[src/rtl/wb_pkg.sv]
// Shared Wishbone definitions: default bus widths and the arbiter state encoding.
package wb_pkg;

  localparam int WB_AW = 32;
  localparam int WB_DW = 32;

  // Arbiter ownership states; the encoding is fixed so debug tools can decode it.
  typedef enum logic [1:0] {
    ST_IDLE = 2'd0,
    ST_GNT0 = 2'd1,
    ST_GNT1 = 2'd2
  } arb_state_e;

  // One-hot grant vector for a state; IDLE (and any illegal code) owns nothing.
  function automatic logic [1:0] state_to_grant(input arb_state_e st);
    logic [1:0] g;
    g = 2'b00;
    case (st)
      ST_GNT0: g = 2'b01;
      ST_GNT1: g = 2'b10;
      default: g = 2'b00;
    endcase
    return g;
  endfunction

endpackage

[src/rtl/wb_watchdog.sv]
// Stall watchdog: counts consecutive cycles with an outstanding, unacknowledged
// strobe and flags the cycle in which the count reaches TIMEOUT.
// TIMEOUT = 0 disables expiry entirely.
module wb_watchdog #(
  parameter int TIMEOUT = 255
) (
  input  logic clk,
  input  logic reset_n,
  input  logic clr,     // restart the count (ack seen, strobe low, owner change)
  input  logic stall,   // owner has cyc & stb asserted this cycle
  output logic expire   // this stalled cycle is the TIMEOUT-th in a row
);

  localparam int CW = (TIMEOUT > 0) ? $clog2(TIMEOUT + 1) : 1;
  localparam logic [CW-1:0] CNT_MAX  = CW'(TIMEOUT);
  localparam logic [CW-1:0] CNT_LAST = (TIMEOUT > 0) ? CW'(TIMEOUT - 1) : '0;

  logic [CW-1:0] cnt_q, cnt_d;
  logic          hit;

  // Expiry does not look at clr, so it never depends on the slave ack
  // combinationally; the caller decides whether an ack overrides it.
  always_comb begin
    hit    = (TIMEOUT > 0) && stall && (cnt_q == CNT_LAST);
    expire = hit;
    cnt_d  = cnt_q;
    if (clr || hit) begin
      cnt_d = '0;
    end else if (stall && (cnt_q != CNT_MAX)) begin
      cnt_d = cnt_q + 1'b1;
    end
  end

  // Saturating stall counter.
  always_ff @(posedge clk or negedge reset_n) begin
    if (!reset_n) begin
      cnt_q <= '0;
    end else begin
      cnt_q <= cnt_d;
    end
  end

endmodule

[src/rtl/wb_arbiter2.sv]
// Two-master Wishbone classic arbiter with round-robin tie-break, locked
// cycles (grant held while the owner keeps cyc high) and a stall timeout.
//
// Handshake: a master requests with cyc & stb; a transfer completes in the
// cycle the slave raises ack while stb is high. The owner keeps the bus for
// as long as its cyc stays high, regardless of stb. ack/err only ever reach
// the current owner; the other master sees them as 0.
module wb_arbiter2
  import wb_pkg::*;
#(
  parameter int AW      = WB_AW,
  parameter int DW      = WB_DW,
  parameter int TIMEOUT = 255
) (
  input  logic            clk,
  input  logic            reset_n,
  input  logic [AW-1:0]   m0_addr,
  input  logic [AW-1:0]   m1_addr,
  input  logic [DW-1:0]   m0_wdata,
  input  logic [DW-1:0]   m1_wdata,
  input  logic [DW/8-1:0] m0_sel,
  input  logic [DW/8-1:0] m1_sel,
  input  logic            m0_we,
  input  logic            m1_we,
  input  logic            m0_cyc,
  input  logic            m1_cyc,
  input  logic            m0_stb,
  input  logic            m1_stb,
  output logic [DW-1:0]   m0_rdata,
  output logic [DW-1:0]   m1_rdata,
  output logic            m0_ack,
  output logic            m1_ack,
  output logic            m0_err,
  output logic            m1_err,
  output logic [AW-1:0]   s_addr,
  output logic [DW-1:0]   s_wdata,
  output logic [DW/8-1:0] s_sel,
  output logic            s_we,
  output logic            s_cyc,
  output logic            s_stb,
  input  logic [DW-1:0]   s_rdata,
  input  logic            s_ack,
  output logic [1:0]      grant
);

  arb_state_e state_q, state_d;
  logic       last_owner_q, last_owner_d;  // 0 = m0, 1 = m1
  logic       req0, req1;
  logic       own0, own1;
  logic       own_cyc, own_stb;
  logic       wd_stall, wd_clr, wd_expire;

  assign req0 = m0_cyc & m0_stb;
  assign req1 = m1_cyc & m1_stb;

  // Next-state: grant from IDLE, hold while the owner's cyc stays high,
  // hand over directly to a waiting master when the owner releases.
  always_comb begin
    state_d      = state_q;
    last_owner_d = last_owner_q;
    case (state_q)
      ST_IDLE: begin
        if (req0 && req1) begin
          state_d = last_owner_q ? ST_GNT0 : ST_GNT1;
        end else if (req0) begin
          state_d = ST_GNT0;
        end else if (req1) begin
          state_d = ST_GNT1;
        end
      end
      ST_GNT0: begin
        if (!m0_cyc) begin
          last_owner_d = 1'b0;
          state_d      = req1 ? ST_GNT1 : ST_IDLE;
        end
      end
      ST_GNT1: begin
        if (!m1_cyc) begin
          last_owner_d = 1'b1;
          state_d      = req0 ? ST_GNT0 : ST_IDLE;
        end
      end
      default: state_d = ST_IDLE;
    endcase
  end

  // State and round-robin history registers.
  always_ff @(posedge clk or negedge reset_n) begin
    if (!reset_n) begin
      state_q      <= ST_IDLE;
      last_owner_q <= 1'b1;
    end else begin
      state_q      <= state_d;
      last_owner_q <= last_owner_d;
    end
  end

  // Slave-side mux and response routing; IDLE drives an inert request.
  always_comb begin
    own0     = (state_q == ST_GNT0);
    own1     = (state_q == ST_GNT1);
    grant    = state_to_grant(state_q);
    own_cyc  = 1'b0;
    own_stb  = 1'b0;
    s_addr   = '0;
    s_wdata  = '0;
    s_sel    = '0;
    s_we     = 1'b0;
    if (own0) begin
      own_cyc = m0_cyc;
      own_stb = m0_stb;
      s_addr  = m0_addr;
      s_wdata = m0_wdata;
      s_sel   = m0_sel;
      s_we    = m0_we;
    end else if (own1) begin
      own_cyc = m1_cyc;
      own_stb = m1_stb;
      s_addr  = m1_addr;
      s_wdata = m1_wdata;
      s_sel   = m1_sel;
      s_we    = m1_we;
    end
    s_cyc    = own_cyc;
    // The strobe is withdrawn in the timeout cycle so the slave sees the
    // transfer abandoned at the same moment the master sees err.
    s_stb    = own_stb & ~wd_expire;
    m0_rdata = s_rdata;
    m1_rdata = s_rdata;
    m0_ack   = own0 & s_ack;
    m1_ack   = own1 & s_ack;
    // A late ack in the expiry cycle wins over the error.
    m0_err   = own0 & wd_expire & ~s_ack;
    m1_err   = own1 & wd_expire & ~s_ack;
  end

  // Watchdog control: count owner cycles with an open strobe, restart on
  // any ack, strobe gap or ownership change.
  always_comb begin
    wd_stall = own_cyc & own_stb;
    wd_clr   = s_ack | ~wd_stall | (state_d != state_q);
  end

  wb_watchdog #(
    .TIMEOUT(TIMEOUT)
  ) u_watchdog (
    .clk    (clk),
    .reset_n(reset_n),
    .clr    (wd_clr),
    .stall  (wd_stall),
    .expire (wd_expire)
  );

endmodule

[config.mk]
export PLATFORM = sky130hd
export DESIGN_NAME = wb_arbiter2
export DESIGN_NICKNAME = d
export VERILOG_FILES = /design/src/rtl/wb_pkg.sv /design/src/rtl/wb_watchdog.sv /design/src/rtl/wb_arbiter2.sv
export SDC_FILE = /design/constraint.sdc
export NUM_CORES = 1
export LEC_CHECK = 0
export ABC_AREA = 1
export CAP_MARGIN = 20
export CORE_AREA = 2 2 122 124
export DETAILED_ROUTE_END_ITERATION = 12
export DIE_AREA = 0 0 124 126
export PLACE_DENSITY = 0.54
export SKIP_CTS_REPAIR_TIMING = 1
export SYNTH_ARGS = -nofsm -noshare
export SYNTH_HDL_FRONTEND = slang
export SYNTH_SLANG_ARGS = --single-unit
[constraint.sdc]
create_clock -name clk -period 2.7 [get_ports clk]
set_input_delay 0.405 -clock clk [delete_from_list [all_inputs] [get_ports clk]]
set_output_delay 0.405 -clock clk [all_outputs]
set_load 0.005 [all_outputs]
==> flow_summary.ini, run 1 <==
[drt]
drt_iter0_markers = 104
wl_per_cell_um = 20.1
firstDrtPassIters = 4
wl_um = 11700
drc_errors = 0
via_per_inst = 4.14
via_count = 2409
drtAntennaViolNets = 0

[clocking]
cts-buffers-inserted = 3
clockRootBuffer = clkbuf_16
clock_sinks = 11
cts.clk_slew.worst_paths_ns = 0.04
clock_latency_ns = 0.24
htree_num_levels = 1
cts_tree = built
clk_path_buf_depth = 2

[timing]
finalMaxSlewViolations = 0
worst_slew_pin_slew_ns = 0.568
setup_viol = 0
period_share = 0.950
finalCriticalPeriod_ns = 2.57
slew_headroom = 0.620
skew_ns = 0.000835
fmax_mhz = 390
fin_hold_ws_ns = 0.465
hold_viol = 0

[setup_path]
worstPathRequired_ns = 2.30
reg2reg_from = u_watchdog.cnt_q[1]
path_max_fanout = 5
r2r-end = u_watchdog.cnt_q[7]
crit_slowest_cell = clkdlybuf4s50_1
critPathMaxStageDelay_ns = 0.52
cp.arrival_ns = 2.16
critPathCaptureType = output pin
crit_chain = clkdlybuf4s50_1 -> nand3_1 -> nand2_2 -> nand2_1 -> nor2_2 -> nand2_1 -> nor2_1 -> clkdlybuf4s50_1
path_buf_inv = 2
worstSetupPathType = in -> out
cp_top_family = buffers and inverters
r2r_cells = 7
r2r_setup_slack_ns = 1.09
crit_path_start_kind = input pin

[global_routing]
busiest_layer = met2
grt.met2_usage = 0.264
grt_pass1_wl_um = 15700
grt_use_met3 = 0.0299
grt_start_max_net_pins = 73
antenna_found_initial = 0
use_met1 = 0.154
first_global_vias = 2468
overflow = 0
grt_util_all_layers = 0.136

[placed_design]
place.gp.congestion = 0.775
dp_hpwl_um = 9750
post-place-cells = 578
port_buffers = 221
placed_area_um2 = 3810

[yosys]
yosysSeqAreaShare = 0.148
synth_nets = 429
netlist_instances = 250
syn_area_um2 = 1870
ys_seq_elements = 11
synth.avg_cell_area_um2 = 7.49
synth_cell_types = 19
ys.warnings.count = 0

[power_and_ir_drop]
leakage_nw = 1.51
power_mw = 2.03
vdd_drop_max_mv = 0.342
p_per_area_nw_per_um2 = 522

[floorplanning]
fp.dieW_um = 124
core-area_um2 = 14300
rows = 44
die_y_um = 126
initial_utilization = 0.131
io_pins = 318
die-area_um2 = 15600

[cells_and_area]
diodes = 0
nets = 578
layout-drive-gt1-share = 0.0352
area_growth_pct = 108
final_util = 0.272
stdcell_count = 582
stdcell_area_um2 = 3890

[hold_path]
hold_start = last_owner_q
min_to = last_owner_q
whs_path_depth = 2
holdCritPathClass = reg -> reg

[status]
run_status = completed

[job]
maxCapViolCount = 0
[routing by layer]
layer / up-vias / share of wire / wire, um
li1: 1126 / - / -
met1: 1112 / 0.38 / 4440
met2: 163 / 0.52 / 6090
met3: 8 / 0.093 / 1080
met4: 0 / 0.0058 / 68
met5: - / 0 / 0
[worst max-delay path by stage]
stage	startpoint	end	slack, ns	cells after the start
floorplan	state_q[1]	m0_err	1.22	7
global placement	m0_cyc	m1_err	0.14	8
detailed placement	m0_cyc	m0_err	0.09	8
CTS	m0_cyc	m0_err	0.07	8
global route	m0_cyc	m1_err	-0.02	8
finish	m0_cyc	m0_err	0.13	8
[per-stage QoR]
step / setup slack (ns) / setup TNS (ns)
after floorplan: 1.22 / 0
after global placement: 0.139 / 0
after detailed placement: 0.0854 / 0
after CTS: 0.0742 / 0
after global routing: -0.0225 / -0.0432
final: 0.134 / 0
[sequential cells by signal, indices dropped and copies added, names as in the netlist]
name              count
last_owner_q          1
u_watchdog.cnt_q      8
state_q               2
[cells by family after synthesis]
| group | synth area share |
|---|---|
| simple gates | 0.140 |
| compound gates | 0.350 |
| xor+xnor | 0.0140 |
| flops | 0.148 |
| fa+ha+maj | 0.0134 |
| buf+inv | 0.335 |
[synthesized netlist by cell type (all sizes together)]
cell / number / area, um2
a21oi: 7 / 35.0
nand2: 29 / 111
dfstp: 1 / 26.3
nand4: 7 / 43.8
o221ai: 1 / 8.76
or2: 1 / 6.26
nand3: 10 / 50.1
xnor2: 3 / 26.3
nor2: 12 / 50.1
a22o: 69 / 604
o211ai: 1 / 7.51
dfrtp: 10 / 250
buf: 80 / 563
inv: 17 / 63.8
ha: 2 / 25.0
[power breakdown]
part	internal [mW]	total, mW	switching [mW]
Sequential	0.191	0.214	0.0232
Combinational	0.922	1.55	0.626
Clock	0.198	0.270	0.0716
Total	1.31	2.03	0.721
[cell usage in the layout (no fill, tap or decap), drive strengths merged]
| cell type | instances |
|---|---|
| nor2 | 12 |
| nand4 | 7 |
| nand3 | 10 |
| o211ai | 1 |
| clkdlybuf4s50 | 221 |
| dfstp | 1 |
| a22o | 69 |
| a21oi | 7 |
| ha | 2 |
| buf | 3 |
| o221ai | 1 |
| dfrtp | 10 |
| xnor2 | 3 |
| inv | 17 |
| or2 | 1 |
| clkbuf | 4 |
| nand2 | 29 |
[worst reg2reg max path, stage by stage, from the launching register on]
cell and delay (ns):
dfrtp_1 0.38, ha_1 0.20, inv_1 0.05, nor2_1 0.29, nand2_1 0.16, nand3_1 0.17, inv_1 0.13, a21oi_1 0.15
[layout make-up]
type | instances | area [um2]
timing repair buffer | 224 | 2260
inverter | 17 | 63.8
tap | 184 | 230
clock buffer | 4 | 78.8
sequential | 11 | 277
fill | 1531 | 10400
multi-input combinational | 142 | 981
(Power assumes the default switching activity.)
==> run 2, diff against run 1 <==
CORE_AREA = 2 2 123 125   (was 2 2 122 124)
CTS_CLUSTER_DIAMETER = 150   (was default)
DIE_AREA = 0 0 125 127   (was 0 0 124 126)
PLACE_DENSITY = 0.56   (was 0.54)
SYNTH_HIERARCHICAL = 1   (was default)
==> flow_summary.ini, run 2 <==
[timing]
fmax_mhz = 391
rsz0062_at_grt = no
fin_hold_ws_ns = 0.508
slew_headroom = 0.609
setup_viol = 0
skew_ns = 0.00396
finalMaxSlewViolations = 0
finalCriticalPeriod_ns = 2.56
hold_viol = 0
period_share = 0.947
worst_slew_pin_slew_ns = 0.586

[placed_design]
dp_hpwl_um = 7130
port_buffers = 221
place.gp.congestion = 0.746

[drt]
via_count = 2754
drt_iter0_markers = 85
firstDrtPassIters = 4
via_per_inst = 3.71
drc_errors = 0
wl_um = 9000
wl_per_cell_um = 12.1
drtAntennaViolNets = 0

[power_and_ir_drop]
p_per_area_nw_per_um2 = 442
combPwrFrac = 0.743
p_int_mw = 1.21
p_sw_uw = 665
leakage_nw = 1.98
vdd_drop_max_mv = 0.277
p_clk_frac = 0.146
switching_share = 0.354
p_seq_frac = 0.111

[floorplanning]
fp.dieW_um = 125
core-area_um2 = 14400
io_pins = 318
die-area_um2 = 15900
rows = 44
initial_utilization = 0.157
die_y_um = 127

[setup_path]
worstSetupPathType = in -> out
cp.arrival_ns = 2.15
path_max_fanout = 2
critPathMaxStageDelay_ns = 0.49
r2r_cells = 12
crit_start = m0_cyc
crit_top_cell = nand2_1
critPathCaptureType = output pin
r2r_setup_slack_ns = 0.63
crit_path_start_kind = input pin
crit_slowest_cell = clkdlybuf4s50_1
cp_top_family = buffers and inverters
crit_cells = 10
worstPathRequired_ns = 2.30
crit_chain = clkdlybuf4s50_1 -> nand3_1 -> nand2_1 -> nand2_1 -> inv_1 -> nand2_1 -> nor4_4 -> buf_4 -> a21oi_2 -> clkdlybuf4s50_1
critPathCapture = s_stb
r2r-end = u_watchdog/cnt_q[1]
path_buf_inv = 4
reg2reg_from = state_q[1]

[yosys]
ys_top_cells_by_area = nand2_1 39%, buf_4 22%, dfrtp_1 11%
synthTopCellsByCount = 238 x nand2_1, 65 x buf_4, 18 x nand3_1, 15 x buf_6, 14 x inv_1
synth.area.mux_share = 0
synth_flop_cell = dfrtp_1
synth_cell_types = 26
synthXorXnorAreaFrac = 0.00773
yosysSeqAreaShare = 0.122
synth_nets = 583
ys_seq_elements = 11
synth_simple_gate_area_frac = 0.515
syn_area_um2 = 2260
synth_fa_ha_area_frac = 0.0110
yosysTopAreaCell = nand2_1
synth_top_family_by_area = simple AND/OR/NAND/NOR gates
async_flop_share = 1.00
synth-compound-area-share = 0.0232
ys.warnings.count = 6
synth_top_area_frac = 0.394
synth.avg_cell_area_um2 = 5.61
synth_most_common_cell = nand2_1
synth-edff-count = 0
netlist_instances = 404

[cells_and_area]
nets = 739
final_util = 0.295
reg_top3 = u_watchdog/cnt_q (8), state_q (2), last_owner_q (1)
max_flop_register = u_watchdog/cnt_q
area_growth_pct = 87.8
diodes = 0
largest_reg_flops = 8
layout-drive-gt1-share = 0.0555
final_cell_mix = 238 x nand2_1, 219 x clkdlybuf4s50_1, 18 x nand3_1
final_common_cell = nand2_1

[hold_path]
holdCritPathClass = in -> async

[global_routing]
first_global_vias = 2666
antenna_found_initial = 0
grt_util_all_layers = 0.105
grt_pass1_wl_um = 13800
grt_start_max_net_pins = 73
overflow = 0

[status]
run_status = completed

[clocking]
cts_tree = built
clock_latency_ns = 0.24
clock_sinks = 11
cts-buffers-inserted = 3
htree_num_levels = 1
clk_path_buf_depth = 2
clockRootBuffer = clkbuf_16
cts.clk_slew.worst_paths_ns = 0.04

[job]
maxCapViolCount = 0
[run 2: worst register-to-register path, delay by kind of cell, from the launching register on]
| family | cells | cell delay (ns) |
|---|---|---|
| flip-flops | 1 | 0.45 |
| AND/OR/NAND/NOR | 7 | 0.55 |
| AO/OA/AOI/OAI | 2 | 0.65 |
| buffers and inverters | 3 | 0.34 |
[run 2: final cells by class]
type	instances	area, um2
Tap cell	184	230
Inverter	18	70.1
Multi-Input combinational cell	295	1280
Clock buffer	4	78.8
Timing Repair Buffer	231	2320
Fill cell	1579	10200
Sequential cell	11	278
[run 2: power groups by stage]
stage	logic, mW	registers (mW)	clock network, mW
after CTS	1.42	0.208	0.277
after global routing	1.54	0.211	0.283
after global placement	1.42	0.212	0
after floorplan	0.663	0.208	0
final	1.40	0.209	0.273
after detailed placement	1.42	0.210	0
[run 2: kinds of logic (layout without fill, tap and decap cells)]
family,after synthesis,after routing
compound gates,9,9
fa+ha+maj,2,2
simple gates,282,282
xor+xnor,2,2
buf+inv,98,253
flops,11,11
[run 2: through the flow]
stage	total power [mW]	setup slack (ns)	cells	setup TNS [ns]	cell area, um2
after floorplan	0.871	0.593	404	0	2260
after global placement	1.63	-0.0950	738	-0.186	4140
after detailed placement	1.63	-0.180	738	-0.359	4140
after CTS	1.91	-0.198	742	-0.393	4220
after global routing	2.04	0.0134	743	0	4250
final	1.88	0.144	743	0	4250
[run 2: routing by layer]
metal | part of all wire | up-vias | track usage
li1 | - | 1468 | -
met1 | 0.41 | 1132 | 0.124
met2 | 0.47 | 141 | 0.181
met3 | 0.11 | 13 | 0.0402
met4 | 0.012 | 0 | 0.0248
met5 | 0 | - | 0
[run 2: how the worst min path moves through the flow]
stage | slack [ns] | from | endpoint | cells past startpoint
after floorplan | 0.11 | reset_n | state_q[0] | 0
after global placement | 0.52 | last_owner_q | last_owner_q | 2
after detailed placement | 0.51 | last_owner_q | last_owner_q | 2
after CTS | 0.51 | last_owner_q | last_owner_q | 2
after global routing | 0.56 | last_owner_q | last_owner_q | 2
final | 0.51 | reset_n | u_watchdog/cnt_q[0] | 1
